<file path="config.mk">
export PLATFORM = sky130hd
export DESIGN_NAME = text_line_controller_flat
export DESIGN_NICKNAME = d
export VERILOG_FILES = /design/src/rtl/text_line_controller_if.sv /design/src/rtl/text_line_controller.sv /design/src/flat_wrapper.sv
export SDC_FILE = /design/constraint.sdc
export NUM_CORES = 1
export LEC_CHECK = 0
export CORE_MARGIN = 2
export CORE_UTILIZATION = 50
export CTS_CLUSTER_DIAMETER = 60
export DETAILED_ROUTE_END_ITERATION = 16
export GPL_TIMING_DRIVEN = 0
export PLACE_DENSITY_LB_ADDON = 0.15
export SETUP_SLACK_MARGIN = 0.05
export SYNTH_ARGS = -nofsm -noshare
export SYNTH_HDL_FRONTEND = slang
export SYNTH_SLANG_ARGS = --single-unit
</file>
<file path="constraint.sdc">
create_clock -name clk -period 14.1 [get_ports clk]
set_clock_uncertainty 0.15 [all_clocks]
set_input_delay 2.82 -clock clk [delete_from_list [all_inputs] [get_ports clk]]
set_output_delay 2.82 -clock clk [all_outputs]
set_load 0.02 [all_outputs]
</file>
<file path="src/rtl/text_line_controller_if.sv">
// Write port of the text line controller.
//   master : writer side (drives wr_valid/wr_idx/wr_char/wr_commit, sees wr_ready)
//   slave  : controller side
interface text_line_controller_if;
   logic       wr_valid;
   logic       wr_ready;
   logic [4:0] wr_idx;
   logic [7:0] wr_char;
   logic       wr_commit;

   modport master (output wr_valid, output wr_idx, output wr_char, output wr_commit,
                   input  wr_ready);
   modport slave  (input  wr_valid, input  wr_idx, input  wr_char, input  wr_commit,
                   output wr_ready);
endinterface

</file>
<file path="src/rtl/text_line_controller.sv">
// text_line_controller
//   Renders one line of NUM_CHARS glyphs through a shared bitmap lookup.
//   Writers edit a front buffer. A commit copies front->shadow at the next
//   frame_start, so the rendered line never tears.
// Ports
//   clk, rst         clock, async active-high reset
//   wr_if            write/commit port (slave modport)
//   i_vga_row/col    current scan position
//   i_frame_start    one-cycle pulse at start of vertical blanking
//   o_lookup_char    code sent to the shared bitmap lookup
//   i_bitmap_in      glyph for o_lookup_char, one clk after it
//   o_active         pixel on (3 clk after the coordinates were sampled)
//   o_commit_pending swap requested but not yet done
//   o_swap_done      pulse: swap performed
//   o_wr_err         pulse: accepted write addressed a slot past the line
module text_line_controller #(
   parameter int NUM_CHARS  = 8,
   parameter int SCALE      = 1,
   parameter int ORIGIN_ROW = 0,
   parameter int ORIGIN_COL = 0
) (
   input  logic                   clk,
   input  logic                   rst,
   text_line_controller_if.slave  wr_if,
   input  logic [9:0]             i_vga_row,
   input  logic [9:0]             i_vga_col,
   input  logic                   i_frame_start,
   output logic [7:0]             o_lookup_char,
   input  logic [35:0]            i_bitmap_in,
   output logic                   o_active,
   output logic                   o_commit_pending,
   output logic                   o_swap_done,
   output logic                   o_wr_err
);
   localparam int         CELL   = 6 * SCALE;
   localparam logic [10:0] ROW_LO = 11'(ORIGIN_ROW);
   localparam logic [10:0] ROW_HI = 11'(ORIGIN_ROW + CELL);
   localparam logic [10:0] COL_LO = 11'(ORIGIN_COL);
   localparam logic [10:0] COL_HI = 11'(ORIGIN_COL + NUM_CHARS * CELL);

   typedef enum logic {IDLE, PEND} state_t;

   state_t                       r_state, w_state_nxt;
   logic [NUM_CHARS-1:0][7:0]    r_front, r_shadow, w_front_nxt;
   logic                         w_wr_acc, w_cm_acc, w_swap, w_wr_bad;

   // ---------------- write / commit side ----------------
   assign wr_if.wr_ready   = (r_state == IDLE);
   assign o_commit_pending = (r_state == PEND);
   assign w_wr_acc = wr_if.wr_valid  & wr_if.wr_ready;
   assign w_cm_acc = wr_if.wr_commit & wr_if.wr_ready;
   assign w_wr_bad = w_wr_acc & ({1'b0, wr_if.wr_idx} >= 6'(NUM_CHARS));

   // Front with this cycle's write applied, so a write+commit+frame_start
   // in one cycle still lands in the shadow copy.
   always_comb begin
      w_front_nxt = r_front;
      for (int i = 0; i < NUM_CHARS; i++)
         if (w_wr_acc && wr_if.wr_idx == 5'(i)) w_front_nxt[i] = wr_if.wr_char;
   end

   always_comb begin
      w_state_nxt = r_state;
      w_swap      = 1'b0;
      case (r_state)
         IDLE: if (w_cm_acc) begin
            if (i_frame_start) w_swap = 1'b1;
            else               w_state_nxt = PEND;
         end
         PEND: if (i_frame_start) begin
            w_swap      = 1'b1;
            w_state_nxt = IDLE;
         end
         default: w_state_nxt = IDLE;
      endcase
   end

   always_ff @(posedge clk or posedge rst) begin
      if (rst) begin
         r_state     <= IDLE;
         r_front     <= {NUM_CHARS{8'h20}};
         r_shadow    <= {NUM_CHARS{8'h20}};
         o_swap_done <= 1'b0;
         o_wr_err    <= 1'b0;
      end else begin
         r_state     <= w_state_nxt;
         r_front     <= w_front_nxt;
         if (w_swap) r_shadow <= w_front_nxt;
         o_swap_done <= w_swap;
         o_wr_err    <= w_wr_bad;
      end
   end

   // ---------------- render pipeline ----------------
   logic [10:0] w_row11, w_col11, w_row_rel, w_col_rel;
   logic        w_hit;
   logic [4:0]  w_idx;
   logic [2:0]  w_cr, w_cc;
   logic [7:0]  w_sel;
   logic [1:0]  r_vld_pipe;          // hit flag at S1, S2
   logic [2:0]  r_cr1, r_cc1, r_cr2, r_cc2;
   logic [5:0]  w_bit;

   assign w_row11 = {1'b0, i_vga_row};
   assign w_col11 = {1'b0, i_vga_col};
   // Range test first; the subtractions below only matter on a hit.
   assign w_hit = (w_row11 >= ROW_LO) && (w_row11 < ROW_HI) &&
                  (w_col11 >= COL_LO) && (w_col11 < COL_HI);
   assign w_row_rel = w_row11 - ROW_LO;
   assign w_col_rel = w_col11 - COL_LO;
   assign w_idx = 5'(w_col_rel / 11'(CELL));
   assign w_cc  = 3'((w_col_rel / 11'(SCALE)) % 11'd6);
   assign w_cr  = 3'(w_row_rel / 11'(SCALE));

   always_comb begin
      w_sel = 8'h20;
      for (int i = 0; i < NUM_CHARS; i++)
         if (w_hit && w_idx == 5'(i)) w_sel = r_shadow[i];
   end

   assign w_bit = 6'd35 - (6'd6 * {3'b0, r_cr2} + {3'b0, r_cc2});

   always_ff @(posedge clk or posedge rst) begin
      if (rst) begin
         o_lookup_char <= 8'h20;
         r_vld_pipe    <= '0;
         r_cr1         <= '0;
         r_cc1         <= '0;
         r_cr2         <= '0;
         r_cc2         <= '0;
         o_active      <= 1'b0;
      end else begin
         o_lookup_char <= w_sel;
         r_vld_pipe    <= {r_vld_pipe[0], w_hit};
         r_cr1         <= w_cr;
         r_cc1         <= w_cc;
         r_cr2         <= r_cr1;
         r_cc2         <= r_cc1;
         o_active      <= r_vld_pipe[1] & i_bitmap_in[w_bit];
      end
   end
endmodule

</file>
<file path="src/flat_wrapper.sv">
// flat-port wrapper written by rule: the top's interface ports become plain ports
module text_line_controller_flat 
#(
   parameter int NUM_CHARS  = 8,
   parameter int SCALE      = 1,
   parameter int ORIGIN_ROW = 0,
   parameter int ORIGIN_COL = 0
)
  (clk, rst, i_vga_row, i_vga_col, i_frame_start, o_lookup_char, i_bitmap_in, o_active, o_commit_pending, o_swap_done, o_wr_err, wr_if_wr_valid, wr_if_wr_idx, wr_if_wr_char, wr_if_wr_commit, wr_if_wr_ready);
  text_line_controller_if wr_if_i ();
  input  logic clk;
  input  logic rst;
  input  logic [9:0] i_vga_row;
  input  logic [9:0] i_vga_col;
  input  logic i_frame_start;
  output logic [7:0] o_lookup_char;
  input  logic [35:0] i_bitmap_in;
  output logic o_active;
  output logic o_commit_pending;
  output logic o_swap_done;
  output logic o_wr_err;
  input wire logic [$bits(wr_if_i.wr_valid)-1:0] wr_if_wr_valid;
  input wire logic [$bits(wr_if_i.wr_idx)-1:0] wr_if_wr_idx;
  input wire logic [$bits(wr_if_i.wr_char)-1:0] wr_if_wr_char;
  input wire logic [$bits(wr_if_i.wr_commit)-1:0] wr_if_wr_commit;
  output wire logic [$bits(wr_if_i.wr_ready)-1:0] wr_if_wr_ready;
  assign wr_if_i.wr_valid = wr_if_wr_valid;
  assign wr_if_i.wr_idx = wr_if_wr_idx;
  assign wr_if_i.wr_char = wr_if_wr_char;
  assign wr_if_i.wr_commit = wr_if_wr_commit;
  assign wr_if_wr_ready = wr_if_i.wr_ready;
  text_line_controller #(.NUM_CHARS(NUM_CHARS), .SCALE(SCALE), .ORIGIN_ROW(ORIGIN_ROW), .ORIGIN_COL(ORIGIN_COL)) u_core (.clk(clk), .rst(rst), .wr_if(wr_if_i), .i_vga_row(i_vga_row), .i_vga_col(i_vga_col), .i_frame_start(i_frame_start), .o_lookup_char(o_lookup_char), .i_bitmap_in(i_bitmap_in), .o_active(o_active), .o_commit_pending(o_commit_pending), .o_swap_done(o_swap_done), .o_wr_err(o_wr_err));
endmodule
</file>
==> metrics.yaml <==
floorplanning:
  top_level_ports: 87
  die-area_sq_mm: 0.0158
  height_of_the_chip_um: 126
  core_area_sq_mm: 0.0145
  core.rowCount: 44
  die_width_um: 126
  initial_utilization_pct: 51.0
clock_network:
  cts.repair_timing.setup_buffer_count: 0
  worst_skew_pair.late_latency_ns: 0.42
  clk_pin_slew_worst_paths_ns: 0.06
  clock-sinks: 154
  clockBufferDepth: 2
  ctsResizeCount: 0
  cts_tree: "built"
  holdBufCountCts: 0
  clockRootBuffer: "sky130_fd_sc_hd__clkbuf_16"
  cts_h_tree_depth: 4
  cts_buffers: 17
drt:
  detail-route-antenna-nets: 0
  post_drt_wl_per_cell_um: 18.9
  number_of_remaining_drc_errors: 0
  routed_via_density: 5.58
  routed_wire_length_um: 18700
  drt_first_iter_violations: 424
  via_count: 5538
  detailedRoute.firstPassIterationCount: 5
timing:
  timing.final.crit_share_pct: 43.4
  final.setup.tns_ns: 0
  grt_setup_unrepaired: "false"
  report.final.hold_viol_count: 0
  fmax_ghz: 0.164
  relSlewSlack_pct: 26.9
  final.min_clock_period_ns: 6.11
  max_slew.worst_pin.slew_ns: 1.09
  drv_slew: 0
  setup_violations: 0
finish:
  commonest_cells_after_routing_fill_and_taps_aside: "sky130_fd_sc_hd__nand2_1 (214), sky130_fd_sc_hd__dfrtp_1 (137), sky130_fd_sc_hd__clkdlybuf4s50_1 (83), sky130_fd_sc_hd__mux2_2 (65), sky130_fd_sc_hd__clkbuf_1 (24)"
  insertedDiodeCount: 0
  drive_above_1_share_pct: 18.7
  fill_cells: 1168
  final_cell_count_no_fill: 992
  layout_commonest_cell: "sky130_fd_sc_hd__nand2_1"
  area.growth.synth_to_final_pct: 22.8
  design.final.nets: 882
  postLayoutCellArea_sq_mm: 0.00908
worst_setup_path:
  critical_path_start_end_classification: "input port to flip-flop"
  critPathBufInv: 5
  r2r_start: "u_core.r_cr2[1]"
  critPathLaunchType: "input port"
  crit_path_top_delay_cell: "sky130_fd_sc_hd__clkdlybuf4s50_1"
  arrival_ns: 6.28
  most_used_cell_cp: "sky130_fd_sc_hd__buf_6"
  worst_setup_path_end_kind: "flip-flop"
  crit_path_start: "i_vga_col[9]"
  critical_path.cell_chain: "clkdlybuf4s50_1 -> and4bb_1 -> o21ai_0 -> a32oi_1 -> or2_4 -> buf_6 -> buf_2 -> a21oi_1 -> mux2i_1 -> ha_1 -> a41o_2 -> buf_6 -> inv_2 -> nand3_1 -> a41oi_2"
  critical_path.top_delay_family: "buffers and inverters"
  cp_max_fo: 10
  required_time_at_the_worst_slack_endpoint_ns: 14.27
  slowest_delay_ns: 0.69
run_status:
  outcome: "finished clean"
logic_synthesis:
  netlist_instances: 693
  synth-seq-cells: 154
  syn_std_cell_area_sq_mm: 0.00739
  synth_area_per_cell_sq_um: 10.7
  synth_sequential_area_ratio_pct: 52.4
  number_of_flops_mapped_to_enable_cells_by_yosys: 0
  synth_cell_types: 64
  yosys_warnings: 0
  synthArstFlopShare_pct: 100
  synth_fp_nets: 779
  leading_register_cell_type_out_of_synthesis: "sky130_fd_sc_hd__dfrtp_1"
global_routing:
  gr-total-overflow: 0
  globalRouteTotalUtil_pct: 25.0
  grt_start_max_net_pins: 92
  vias_in_the_first_global_route: 5743
  number_of_antenna_violations_at_the_first_check_in_global_routing: 0
  wire_length_of_the_first_global_routing_pass_um: 30300
run:
  drv_cap: 0
placed_design:
  placement.cell_area_sq_mm: 0.00848
  globalplace.congestion: 0.856
  dp_hpwl_um: 12800
  port-buffer-count: 83
  post-place-cells: 961
worst_hold_path:
  hold_start: "u_core.r_cr1[2]"
  min-delay-path-class: "flip-flop to flip-flop"
pwr:
  max-vdd-ir-drop_v: 0.0000852
  static-leakage-power_nw: 4.23
  pwr_density_cell_mw_per_mm2: 141
==> cell usage after synthesis, types with 4 or more instances <==
cell                        number  area share, %
sky130_fd_sc_hd__nand2_1       214             11
sky130_fd_sc_hd__dfrtp_1       137             46
sky130_fd_sc_hd__mux2_2         65            9.9
sky130_fd_sc_hd__a21oi_1        22            1.5
sky130_fd_sc_hd__clkbuf_1       22            1.1
sky130_fd_sc_hd__inv_1          20            1.0
sky130_fd_sc_hd__dfstp_2        17            6.0
sky130_fd_sc_hd__mux2i_1        16            2.2
sky130_fd_sc_hd__nor2_1         16           0.81
sky130_fd_sc_hd__mux4_2         11            3.4
sky130_fd_sc_hd__nand3_1        11           0.74
sky130_fd_sc_hd__ha_1            9            1.5
sky130_fd_sc_hd__o21ai_0         8           0.54
sky130_fd_sc_hd__a21o_1          7           0.71
sky130_fd_sc_hd__o2bb2ai_1       7           0.83
sky130_fd_sc_hd__a22oi_1         6           0.61
sky130_fd_sc_hd__a31oi_1         6           0.51
sky130_fd_sc_hd__buf_2           6           0.41
sky130_fd_sc_hd__and2_1          5           0.42
sky130_fd_sc_hd__buf_6           5           0.76
sky130_fd_sc_hd__nand2b_1        5           0.42
sky130_fd_sc_hd__nor3_1          5           0.34
sky130_fd_sc_hd__xnor2_1         5           0.59
sky130_fd_sc_hd__a32oi_1         4           0.47
==> metrics by stage <==
stage | utilization [%] | power (mW) | worst slack (ns) | hold WS, ns
2_1_floorplan | - | 0.739 | 7.01 | 0.181
4_1_cts | 62.7 | 1.28 | 8.04 | 0.199
3_3_place_gp | 58.4 | 0.813 | 5.12 | 0.183
3_5_place_dp | 58.6 | 0.827 | 7.64 | 0.186
5_1_grt | 62.7 | 1.34 | 7.77 | 0.213
6_report | 62.7 | 1.28 | 7.99 | 0.197
==> path summary, 6_finish.rpt <==
check	end	slack, ns	cells past startpoint
max	u_core.o_lookup_char[6]	7.99	15
min	u_core.r_cr2[2]	0.20	0
max reg2reg	u_core.o_active	10.62	9
min reg2reg	u_core.r_cr2[2]	0.20	0
max in group asynchronous	u_core.r_shadow[29]	10.23	3
min in group asynchronous	u_core.r_cc1[0]	2.71	2
==> routing by layer <==
layer	track usage (%)	share of wire, %
met5	0	0
met4	8.69	2.4
met3	6.80	6.6
met2	40.5	48
met1	32.5	43
==> cell families after synthesis <==
logic type | synth area share [%]
buffers and inverters | 3.61
flip-flops | 52.4
AND/OR/NAND/NOR | 16.6
AO/OA/AOI/OAI | 8.63
multiplexers | 15.4
adder cells (fa/ha/maj) | 2.34
XOR/XNOR | 0.948
==> layout make-up <==
class	instances	area (sq um)	area share (%)
inverter	23	91.3	1.01
tap	184	230	2.54
clock inverter	7	90.1	0.993
buffer	35	180	1.99
sequential	154	3870	42.7
clock buffer	24	502	5.53
multi-input combinational	481	3250	35.8
timing repair buffer	84	858	9.46
==> power by group <==
group | switching [mW] | internal (mW)
Combinational | 0.146 | 0.129
Clock | 0.173 | 0.282
Sequential | 0.0306 | 0.517
==> flip-flops by register name, summed over array words and instances, names as in the netlist <==
name / flops
u_core.o_lookup_char: 8
u_core.o_commit_pending: 1
u_core.r_shadow: 64
u_core.r_cc1: 3
u_core.r_cr1: 3
u_core.r_cr2: 3
u_core.r_front: 64
u_core.o_swap_done: 1
u_core.r_vld_pipe: 2
u_core.o_active: 1
u_core.r_cc2: 3
u_core.o_wr_err: 1
Note: power is estimated with default switching activity, not from simulation.
